$ cat src/rtl/multicycle_ctrl.sv
// Multicycle RV32 subset control unit: sequences fetch/decode/execute/memory/writeback
// through imem/dmem handshakes and drives the datapath control strobes.
module multicycle_ctrl (
    input  logic        clk,
    input  logic        rst,
    input  logic [31:0] instr,
    input  logic        Zflag,
    output logic        imem_req,
    input  logic        imem_ack,
    output logic        dmem_req,
    output logic        dmem_we,
    input  logic        dmem_ack,
    output logic        reg_write,
    output logic        ALUSrc,
    output logic        Loadsrc,
    output logic [1:0]  ImmSrc,
    output logic [3:0]  ALUcontrol,
    output logic        ir_write,
    output logic        pc_write,
    output logic        pc_src,
    output logic        illegal,
    output logic [31:0] instret
);

    typedef enum logic [2:0] {IDLE, FETCH, DECODE, EXEC, MEM, WB, TRAP} state_t;

    state_t     state;
    logic [6:0] ir_op;
    logic [2:0] ir_f3;
    logic       ir_b30;
    logic       is_load;
    logic       is_store;
    logic       is_branch;
    logic       is_bne;

    logic       dec_legal;
    logic       dec_alusrc;
    logic       dec_load;
    logic       dec_store;
    logic       dec_branch;
    logic [1:0] dec_imm;
    logic [3:0] dec_alu;

    // Only opcode, funct3 and bit 30 steer control; the rest belongs to the datapath.
    logic instr_unused;
    assign instr_unused = ^{instr[31], instr[29:15], instr[11:7]};

    function automatic logic [3:0] alu_sel(input logic [2:0] f3, input logic b30,
                                           input logic rtype);
        case (f3)
            3'b000:  return (rtype && b30) ? 4'b0001 : 4'b0000;
            3'b001:  return 4'b0110;
            3'b010:  return 4'b0101;
            3'b011:  return 4'b1001;
            3'b100:  return 4'b0100;
            3'b101:  return b30 ? 4'b1000 : 4'b0111;
            3'b110:  return 4'b0011;
            default: return 4'b0010;
        endcase
    endfunction

    always_comb begin
        dec_legal  = 1'b0;
        dec_alusrc = 1'b0;
        dec_load   = 1'b0;
        dec_store  = 1'b0;
        dec_branch = 1'b0;
        dec_imm    = 2'b00;
        dec_alu    = 4'b0000;
        case (ir_op)
            7'b0110011: begin
                dec_legal = 1'b1;
                dec_alu   = alu_sel(ir_f3, ir_b30, 1'b1);
            end
            7'b0010011: begin
                dec_legal  = 1'b1;
                dec_alusrc = 1'b1;
                dec_alu    = alu_sel(ir_f3, ir_b30, 1'b0);
            end
            7'b0000011: begin
                dec_legal  = 1'b1;
                dec_alusrc = 1'b1;
                dec_load   = 1'b1;
            end
            7'b0100011: begin
                dec_legal  = 1'b1;
                dec_alusrc = 1'b1;
                dec_store  = 1'b1;
                dec_imm    = 2'b01;
            end
            7'b1100011: begin
                if (ir_f3[2:1] == 2'b00) begin
                    dec_legal  = 1'b1;
                    dec_branch = 1'b1;
                    dec_imm    = 2'b10;
                    dec_alu    = 4'b0001;
                end
            end
            default: dec_legal = 1'b0;
        endcase
    end

    always_ff @(posedge clk or posedge rst) begin
        if (rst) begin
            state      <= IDLE;
            ir_op      <= 7'd0;
            ir_f3      <= 3'd0;
            ir_b30     <= 1'b0;
            is_load    <= 1'b0;
            is_store   <= 1'b0;
            is_branch  <= 1'b0;
            is_bne     <= 1'b0;
            imem_req   <= 1'b0;
            dmem_req   <= 1'b0;
            dmem_we    <= 1'b0;
            reg_write  <= 1'b0;
            Loadsrc    <= 1'b0;
            ALUSrc     <= 1'b0;
            ImmSrc     <= 2'b00;
            ALUcontrol <= 4'b0000;
            illegal    <= 1'b0;
            instret    <= 32'd0;
        end else begin
            case (state)
                IDLE: begin
                    imem_req <= 1'b1;
                    state    <= FETCH;
                end
                FETCH: begin
                    if (imem_ack) begin
                        ir_op    <= instr[6:0];
                        ir_f3    <= instr[14:12];
                        ir_b30   <= instr[30];
                        imem_req <= 1'b0;
                        state    <= DECODE;
                    end
                end
                DECODE: begin
                    if (dec_legal) begin
                        ALUSrc     <= dec_alusrc;
                        ImmSrc     <= dec_imm;
                        ALUcontrol <= dec_alu;
                        is_load    <= dec_load;
                        is_store   <= dec_store;
                        is_branch  <= dec_branch;
                        is_bne     <= ir_f3[0];
                        state      <= EXEC;
                    end else begin
                        illegal <= 1'b1;
                        state   <= TRAP;
                    end
                end
                EXEC: begin
                    if (is_branch) begin
                        instret    <= instret + 32'd1;
                        ALUSrc     <= 1'b0;
                        ImmSrc     <= 2'b00;
                        ALUcontrol <= 4'b0000;
                        imem_req   <= 1'b1;
                        state      <= FETCH;
                    end else if (is_load || is_store) begin
                        dmem_req <= 1'b1;
                        dmem_we  <= is_store;
                        state    <= MEM;
                    end else begin
                        reg_write <= 1'b1;
                        state     <= WB;
                    end
                end
                MEM: begin
                    if (dmem_ack) begin
                        dmem_req <= 1'b0;
                        dmem_we  <= 1'b0;
                        if (is_store) begin
                            instret    <= instret + 32'd1;
                            ALUSrc     <= 1'b0;
                            ImmSrc     <= 2'b00;
                            ALUcontrol <= 4'b0000;
                            imem_req   <= 1'b1;
                            state      <= FETCH;
                        end else begin
                            reg_write <= 1'b1;
                            Loadsrc   <= 1'b1;
                            state     <= WB;
                        end
                    end
                end
                WB: begin
                    reg_write  <= 1'b0;
                    Loadsrc    <= 1'b0;
                    instret    <= instret + 32'd1;
                    ALUSrc     <= 1'b0;
                    ImmSrc     <= 2'b00;
                    ALUcontrol <= 4'b0000;
                    imem_req   <= 1'b1;
                    state      <= FETCH;
                end
                TRAP: state <= TRAP;
                default: state <= IDLE;
            endcase
        end
    end

    // Ack- and flag-dependent strobes must land in the same cycle as the event itself.
    assign ir_write = (state == FETCH) && imem_ack;
    assign pc_write = (state == WB) || ((state == EXEC) && is_branch) ||
                      ((state == MEM) && is_store && dmem_ack);
    assign pc_src   = (state == EXEC) && is_branch && (is_bne ? ~Zflag : Zflag);

endmodule

$ cat config.mk
export PLATFORM = sky130hd
export DESIGN_NAME = multicycle_ctrl
export DESIGN_NICKNAME = d
export VERILOG_FILES = /design/src/rtl/multicycle_ctrl.sv
export SDC_FILE = /design/constraint.sdc
export NUM_CORES = 1
export LEC_CHECK = 0
export BUFFER_PORTS_ARGS = -buffer_cell sky130_fd_sc_hd__buf_2
export CORE_MARGIN = 1.5
export CORE_UTILIZATION = 52
export CTS_CLUSTER_SIZE = 14
export DETAILED_ROUTE_END_ITERATION = 12
export PLACE_DENSITY = 0.85
export REMOVE_ABC_BUFFERS = 1
export SYNTH_ARGS = -nofsm -noshare
export SYNTH_HDL_FRONTEND = slang
export SYNTH_SLANG_ARGS = --single-unit
export TNS_END_PERCENT = 30
$ cat constraint.sdc
create_clock -name clk -period 2.6 [get_ports clk]
set_clock_uncertainty 0.1 [all_clocks]
set_input_delay 0.78 -clock clk [delete_from_list [all_inputs] [get_ports clk]]
set_output_delay 0.78 -clock clk [all_outputs]
set_load 0.005 [all_outputs]
==> impl_metrics.yaml, run 1 <==
sta:
  setup_viol: 0
  fin_crit_sh_pct: 93.6
  slew_viol_final: 0
  rsz0062_at_grt: "false"
  fmax_mhz: 411
  tightestPinTransition_ns: 0.644
  slew_headroom_pct: 57.0
  hold_violations: 0
  fin_ws_ns: 0.167
  holdWs_ns: 0.356
  period_needed_ns: 2.43
  setup_tns_ns: 0
drt:
  wl_per_cell_um: 14.7
  totalWireLength_mm: 6.22
  vias: 2303
  drcViolationCount: 0
  vias_per_cell: 5.46
  drtAntennaViolNets: 0
  dr.pass1.iters: 4
  initialDrtViolationCount: 154
logic_synthesis:
  synth_commonest_cells: "dfrtp_1, nand2_1, xnor2_1"
  yosysWarnings: 0
  synth_area_mm2: 0.00296
  synth_top_family_by_area: "simple AND/OR/NAND/NOR gates"
  synthAdderAreaFrac_pct: 0.422
  ys_seq_area_share_pct: 53.2
  ys_ff_latch: 63
  ys_types: 47
  postSynth.asyncResetShare_pct: 100
  synth-edff-count: 0
  synth_simple_gate_area_share_pct: 19.7
  synth_xor_area_share_pct: 9.46
  synth_most_common_cell: "dfrtp_1"
  synth_area_leaders: "dfrtp_1, xnor2_1, nand2_1"
  synth_compound_area_share_pct: 11.0
  syn_inst: 276
  synth_area_per_cell_um2: 10.7
  synthMuxAreaShare_pct: 3.80
  synth_top_area_cell: "dfrtp_1"
  synthFlopType: "dfrtp_1"
  synth.top_cell.area_share_pct: 53.2
setup_path:
  crit_path_end_kind: "output port"
  worst_path_max_delay_cell: "dfrtp_1"
  crit_type: "flop to output port"
  reg2reg_depth: 4
  required_ns: 1.72
  rr_endpoint: "ALUcontrol[1]$_DFFE_PP0P_"
  cp-start-kind: "flop"
  reg2reg_slack_ns: 0.30
  cp_slowest_stage_delay_ns: 0.51
  critPathMaxFanout: 12
  reg2reg_from: "ir_f3[2]$_DFFE_PP0P_"
  cp_data_arrival_time_ns: 1.55
  crit_chain: "nand2b_1 > nor2_1 > and2_1 > buf_2"
final_layout:
  drive_above_1_share_pct: 30.3
  fillers: 449
  layout.nets: 383
  diodes: 0
  area_delta_synth_final_pct: 20.0
cts:
  root_buffer: "clkbuf_8"
  cts.sinks: 63
  cts_made_buffers: 9
  clock_latency_ns: 0.34
  clockBufferDepth: 2
  cts_resized: 0
  ctsHoldBuffers: 0
  post_cts_buffers: 0
  htree_levels: 3
  clkTransAtPathRegs_ns: 0.07
  cts_tree: "built"
run:
  cap_violations: 0
placed_design:
  place_ws_ns: 0.211
  place_congestion: 0.856
  port-buffer-count: 63
  place_hpwl_mm: 4.42
power_and_ir_drop:
  finalPower_mw: 3.24
  peakVddDrop_uv: 427
  p_leak_nw: 1.59
  power.density_mw_per_mm2: 911
global_routing:
  grt_overflow: 0
  grt_pass1_wl_mm: 10.0
  grt_antenna_before_repair: 0
  first_global_vias: 2197
  grt_max_degree: 35
  groute.usage.overall_pct: 21.3
min_path:
  min_path_cells: 1
  worstHoldStart: "illegal$_DFFE_PP0P_"
  hold_path_end: "illegal$_DFFE_PP0P_"
  hp-class: "flop to flop"
die:
  start_util_pct: 53.8
  boundaryPins: 85
  core-area_mm2: 0.00551
  die_y_um: 78.5
  num_rows: 27
  design.die.area_mm2: 0.00616
  die_w_um: 78.5
outcome:
  status: "completed"
## worst max-delay path: cells and delay by family, from the launching register on
| family | cells | cell delay (ns) |
|---|---|---|
| buffers and inverters | 1 | 0.14 |
| AND/OR/NAND/NOR | 3 | 0.56 |
| flip-flops | 1 | 0.51 |
## kinds of logic (layout without fill, tap and decap cells)
family,count (synthesis),after routing
AO/OA/AOI/OAI,45,45
XOR/XNOR,32,32
adder cells (fa/ha/maj),1,1
buffers and inverters,15,89
flip-flops,63,63
multiplexers,10,10
AND/OR/NAND/NOR,110,110
## area by class of cell
class	instances	area (µm²)	share of cell area [%]
Tap cell	72	90.1	2.53
Clock buffer	12	165	4.65
Timing Repair Buffer	67	358	10.1
Sequential cell	63	1580	44.4
Inverter	6	22.5	0.634
Multi-Input combinational cell	198	1310	37.0
Clock inverter	4	28.8	0.810
## sequential cells by signal (all words and copies together), names as in the netlist
register	cells
ALUSrc	1
ALUcontrol	4
ImmSrc	2
Loadsrc	1
dmem_req	1
dmem_we	1
illegal	1
imem_req	1
instret	32
ir_b30	1
ir_f3	3
ir_op	7
is_bne	1
is_branch	1
is_load	1
is_store	1
reg_write	1
state	3
## cells in the final DEF (no fill, tap or decap), types with 2 or more instances in the layout
| master | synthesis | final |
|---|---|---|
| xnor2_1 | 26 | 26 |
| inv_1 | 6 | 5 |
| dfrtp_1 | 63 | 63 |
| nand2b_1 | 8 | 8 |
| and4_1 | 3 | 3 |
| o21ai_0 | 16 | 16 |
| a21oi_1 | 8 | 8 |
| clkinvlp_4 | 0 | 2 |
| buf_2 | 0 | 63 |
| o31ai_2 | 2 | 2 |
| buf_4 | 0 | 3 |
| o31ai_1 | 2 | 2 |
| nor3_1 | 5 | 5 |
| nor2_1 | 16 | 16 |
| xor2_1 | 6 | 6 |
| or2_2 | 2 | 2 |
| a31oi_1 | 3 | 3 |
| nor2b_1 | 3 | 3 |
| o21ai_2 | 2 | 2 |
| clkbuf_8 | 0 | 12 |
| a21o_1 | 2 | 2 |
| nand3_1 | 16 | 16 |
| mux2_2 | 10 | 10 |
| nand2_1 | 33 | 33 |
| and3_1 | 3 | 3 |
| nand4_1 | 9 | 9 |
| or3_1 | 2 | 2 |
## power by group
part / total (mW) / internal [mW] / switching, mW
Sequential: 1.49 / 1.19 / 0.292
Combinational: 0.938 / 0.426 / 0.512
Clock: 0.813 / 0.424 / 0.389
Total: 3.24 / 2.04 / 1.19
## per-layer routing
metal  up-vias  track usage [%]  routed length, µm
met1      1110             26.7               2760
li1       1114                -                  -
met5         -                0                  0
met2        68             34.3               3060
met4         0             11.1                143
met3        11             5.12                248
## worst max path at each step
| stage | startpoint | to | depth (start not counted) |
|---|---|---|---|
| 2_1_floorplan | rst | ALUSrc$_DFFE_PP0P_ | 1 |
| 3_3_place_gp | dmem_ack | instret[31]$_DFFE_PP0P_ | 6 |
| 3_5_place_dp | dmem_ack | instret[31]$_DFFE_PP0P_ | 6 |
| 4_1_cts | state[2]$_DFFE_PP0P_ | ir_write | 4 |
| 5_1_grt | state[2]$_DFFE_PP0P_ | ir_write | 4 |
| 6_report | state[2]$_DFFE_PP0P_ | ir_write | 4 |
## per-stage QoR
| step | cells | utilization [%] | area, µm² |
|---|---|---|---|
| after CTS | 422 | 64.6 | 3550 |
| after global routing | 422 | 64.6 | 3550 |
| after detailed placement | 406 | 61.0 | 3360 |
| after global placement | 406 | 61.0 | 3360 |
| after floorplan | 267 | - | 2910 |
| final | 422 | 64.6 | 3550 |
Note: power is estimated with default switching activity, not from simulation.
==> run 2: changes to the inputs <==
CORE_ASPECT_RATIO = 1.2   (was not set)
PLACE_DENSITY = 0.8   (was 0.85)
==> run 2 against run 1 <==
Via count down 0.13%. Utilization up 2.1 points. Design area up 1.4%. Fmax down 1.9%. Routed wire length down 2.2%. Sequential share of layout area down 0.63 points. Combinational power down 0.6%. Largest cell class unchanged.
==> impl_metrics.yaml, run 2 (synthesis results as in run 1) <==
outcome:
  status: "completed"
drt:
  wl_per_cell_um: 14.7
  initialDrtViolationCount: 145
  drtAntennaViolNets: 0
  vias: 2300
  dr.pass1.iters: 4
  drcViolationCount: 0
  totalWireLength_mm: 6.08
  vias_per_cell: 5.56
power_and_ir_drop:
  p_leak_nw: 1.63
  power_switching_mw: 1.15
  finalPower_mw: 3.42
  power.density_mw_per_mm2: 947
  power_frac_comb_pct: 27.3
  seqPwrFrac_pct: 43.5
  peakVddDrop_uv: 611
  clkPwrFrac_pct: 29.2
  swShare_pct: 33.6
  p_int_mw: 2.27
global_routing:
  grt_pass1_wl_mm: 9.97
  grt_max_degree: 26
  grt_overflow: 0
  groute.usage.overall_pct: 21.1
  grt_antenna_before_repair: 0
  first_global_vias: 2144
die:
  core-area_mm2: 0.00541
  num_rows: 29
  boundaryPins: 85
  design.die.area_mm2: 0.00616
  start_util_pct: 54.8
  die_y_um: 85.7
  die_w_um: 71.9
sta:
  fmax_mhz: 403
  fin_crit_sh_pct: 95.4
  tightestPinTransition_ns: 0.567
  slew_headroom_pct: 62.2
  slew_viol_final: 0
  period_needed_ns: 2.48
  setup_tns_ns: 0
  hold_violations: 0
  setup_viol: 0
  rsz0062_at_grt: "false"
  fin_ws_ns: 0.121
setup_path:
  cp_data_arrival_time_ns: 1.60
  setup.worst_path.start: "state[2]$_DFFE_PP0P_"
  crit_chain: "nand2b_1 > nor2_1 > and2_1 > buf_2"
  reg2reg_depth: 4
  cp_slowest_stage_delay_ns: 0.52
  reg2reg_from: "ir_f3[1]$_DFFE_PP0P_"
  reg2reg_slack_ns: 0.36
  cp-start-kind: "flop"
  worst_path_max_delay_cell: "dfrtp_1"
  rr_endpoint: "ALUcontrol[1]$_DFFE_PP0P_"
  critPathMaxFanout: 12
  crit_type: "flop to output port"
  required_ns: 1.72
  endpoint: "ir_write"
  crit_path_end_kind: "output port"
cts:
  clock_latency_ns: 0.33
  post_cts_buffers: 0
  cts_made_buffers: 9
  cts_tree: "built"
  cts_resized: 0
  ctsHoldBuffers: 0
  cts.sinks: 63
  htree_levels: 3
  clkTransAtPathRegs_ns: 0.06
  root_buffer: "clkbuf_8"
  clockBufferDepth: 2
final_layout:
  largest_reg_flops: 32
  largestRegisters: "instret x32, ir_op x7, ALUcontrol x4"
  mostFrequentLayoutCells: "dfrtp_1, buf_2, nand2_1, xnor2_1"
  diodes: 0
  top_register: "instret"
  final_area_mm2: 0.00361
  layout.nets: 385
  area_delta_synth_final_pct: 21.8
  drive_above_1_share_pct: 30.4
placed_design:
  port-buffer-count: 63
  place_congestion: 0.858
  place_hpwl_mm: 4.39
  dpl_cell_area_mm2: 0.00336
  place_ws_ns: 0.239
min_path:
  min_path_cells: 1
  worstHoldStart: "illegal$_DFFE_PP0P_"
  hp-class: "flop to flop"
run:
  cap_violations: 0
-- run 2: stage by stage --
step / hold WS [ns] / utilization [%] / cells
final: 0.366 / 66.7 / 414
after global routing: 0.397 / 66.7 / 414
after CTS: 0.363 / 66.7 / 414
after detailed placement: 0.345 / 62.2 / 398
after global placement: 0.342 / 62.2 / 398
after floorplan: 0.351 / - / 267
-- run 2: cell type report --
class	instances	area [µm²]
Sequential cell	63	1580
Multi-Input combinational cell	198	1310
Timing Repair Buffer	69	373
Tap cell	62	77.6
Clock inverter	2	60.1
Inverter	6	22.5
Clock buffer	14	183
Fill cell	429	1800
-- run 2: worst min-delay path by stage --
stage,end
global placement,illegal$_DFFE_PP0P_
detailed placement,illegal$_DFFE_PP0P_
CTS,illegal$_DFFE_PP0P_
floorplan,is_load$_DFFE_PP0P_
global route,instret[31]$_DFFE_PP0P_
finish,illegal$_DFFE_PP0P_
-- run 2: per-layer routing --
layer  GRT usage, %  routed length (µm)  up-vias
li1               -                   -     1110
met1           26.7                2610     1113
met4           10.5                 146        0
met5              0                   0        -
met2           33.4                3060       65
met3           5.64                 265       12
-- run 2: power by group through the flow --
stage | Sequential [mW] | Combinational (mW) | Clock (mW)
6_report | 1.48 | 0.932 | 0.998
5_1_grt | 1.52 | 1.03 | 1.07
4_1_cts | 1.48 | 0.941 | 1.02
3_5_place_dp | 1.49 | 0.932 | 0
3_3_place_gp | 1.48 | 0.897 | 0
2_1_floorplan | 1.44 | 0.645 | 0
-- run 2: worst max-delay path, delay by kind of cell (launching register included) --
kind,cells,cell delay (ns)
buffers and inverters,1,0.15
DFF,1,0.52
and+or+nand+nor,3,0.61
==> run 3: changes to the inputs <==
ABC_CLOCK_PERIOD_IN_PS = 2600   (was not set)
PLACE_DENSITY = not set   (was 0.8)
PLACE_DENSITY_LB_ADDON = 0.1   (was not set)
SKIP_CTS_REPAIR_TIMING = 1   (was not set)
==> run 3 against run 2 <==
Register-to-register slack is essentially flat. Non-clock buffer count shrank 2. Combinational power shrank 2.3%. Die area is the same. Critical path depth is the same. Global-route usage shrank 0.71 points. Critical path type unchanged. Largest cell class unchanged.
==> impl_metrics.yaml, run 3 (synthesis results as in run 1) <==
drt:
  totalWireLength_mm: 5.86
  drcViolationCount: 0
  dr.pass1.iters: 5
  vias: 2253
  wl_per_cell_um: 14.2
  initialDrtViolationCount: 124
  drtAntennaViolNets: 0
  vias_per_cell: 5.47
cts:
  clockBufferDepth: 2
  clock_latency_ns: 0.34
  htree_levels: 3
  cts_made_buffers: 9
  root_buffer: "clkbuf_8"
  clkTransAtPathRegs_ns: 0.07
  cts.sinks: 63
  cts_tree: "built"
placed_design:
  place_congestion: 0.783
  port-buffer-count: 63
  place_hpwl_mm: 4.07
setup_path:
  crit_path_end_kind: "output port"
  cp_data_arrival_time_ns: 1.59
  required_ns: 1.72
  crit_type: "flop to output port"
  critPathMaxFanout: 12
  cp-start-kind: "flop"
sta:
  slew_headroom_pct: 62.1
  rsz0062_at_grt: "false"
  tightestPinTransition_ns: 0.569
  slew_viol_final: 0
  setup_tns_ns: 0
  fmax_mhz: 406
  setup_viol: 0
  hold_violations: 0
  fin_crit_sh_pct: 94.8
  period_needed_ns: 2.47
die:
  core-area_mm2: 0.00541
  die_y_um: 85.7
  start_util_pct: 54.8
  die_w_um: 71.9
  design.die.area_mm2: 0.00616
  boundaryPins: 85
  num_rows: 29
power_and_ir_drop:
  p_leak_nw: 1.60
  finalPower_mw: 3.22
  power.density_mw_per_mm2: 911
  peakVddDrop_uv: 432
global_routing:
  grt_antenna_before_repair: 0
  use_met3_pct: 7.05
  grt_use_met1_pct: 24.4
  groute.usage.overall_pct: 20.4
  grt_most_used_layer: "met2"
  grt_max_degree: 64
  first_global_vias: 2144
  use_met2_pct: 33.6
  grt_pass1_wl_mm: 9.66
  grt_overflow: 0
final_layout:
  largest_reg_flops: 32
  layout.nets: 383
  drive_above_1_share_pct: 29.7
  area_delta_synth_final_pct: 19.5
  mostFrequentLayoutCells: "dfrtp_1, buf_2, nand2_1, xnor2_1"
  finish.utilization_pct: 65.4
  top_register: "instret"
  largestRegisters: "instret x32, ir_op x7, ALUcontrol x4"
  diodes: 0
run:
  cap_violations: 0
min_path:
  hp-class: "flop to flop"
outcome:
  status: "completed"
[run 3: cell types whose count changed in the layout (fill, tap and decap cells not counted), sizes merged]
| cell | before | now |
|---|---|---|
| clkinv | 0 | 3 |
| bufinv | 2 | 1 |
| clkbuf | 14 | 12 |
| buf | 69 | 67 |
[run 3: metal layers]
metal / wire (µm) / up-vias
met5: 0 / -
met4: 84 / 0
met3: 276 / 10
met2: 2860 / 50
met1: 2630 / 1083
li1: - / 1110
[run 3: critical path, cell delays in order, from the launching register on]
cell      delay (ns)
dfrtp_1         0.53
nand2b_1        0.23
nor2_1          0.13
and2_1          0.21
buf_2           0.14
[run 3: through the flow]
step	setup slack (ns)	std cells	cell area (µm²)	hold slack, ns
finish	0.134	412	3540	0.359
global route	0.0293	412	3540	0.367
CTS	0.112	412	3540	0.360
detailed placement	0.232	396	3350	0.343
global placement	0.264	396	3350	0.339
floorplan	0.150	267	2910	0.351
[run 3: where the power goes]
part           leakage [nW]  total, mW  switching (mW)  internal [mW]
logic                 0.708      0.911           0.485          0.426
registers             0.791       1.48           0.286           1.20
clock network         0.100      0.830           0.366          0.464
total                  1.60       3.22            1.14           2.09
[run 3: path summary, 6_finish.rpt]
kind,start,end,slack (ns),depth (start not counted)
setup / recovery,state[2]$_DFFE_PP0P_,ir_write,0.13,4
setup reg to reg,ir_f3[1]$_DFFE_PP0P_,ALUcontrol[1]$_DFFE_PP0P_,0.37,4
hold / removal,illegal$_DFFE_PP0P_,illegal$_DFFE_PP0P_,0.36,1
max in group asynchronous,rst,instret[8]$_DFFE_PP0P_,1.75,3
min in group asynchronous,rst,is_branch$_DFFE_PP0P_,0.40,3
hold reg to reg,illegal$_DFFE_PP0P_,illegal$_DFFE_PP0P_,0.36,1
[run 3: final cells by class]
class | count | area [µm²]
clock buffers | 12 | 145
clock inverters | 4 | 45.0
fillers | 487 | 1870
inverters | 6 | 22.5
multi-input cells | 198 | 1310
flip-flops and latches | 63 | 1580
well taps | 62 | 77.6
repair buffers | 67 | 358
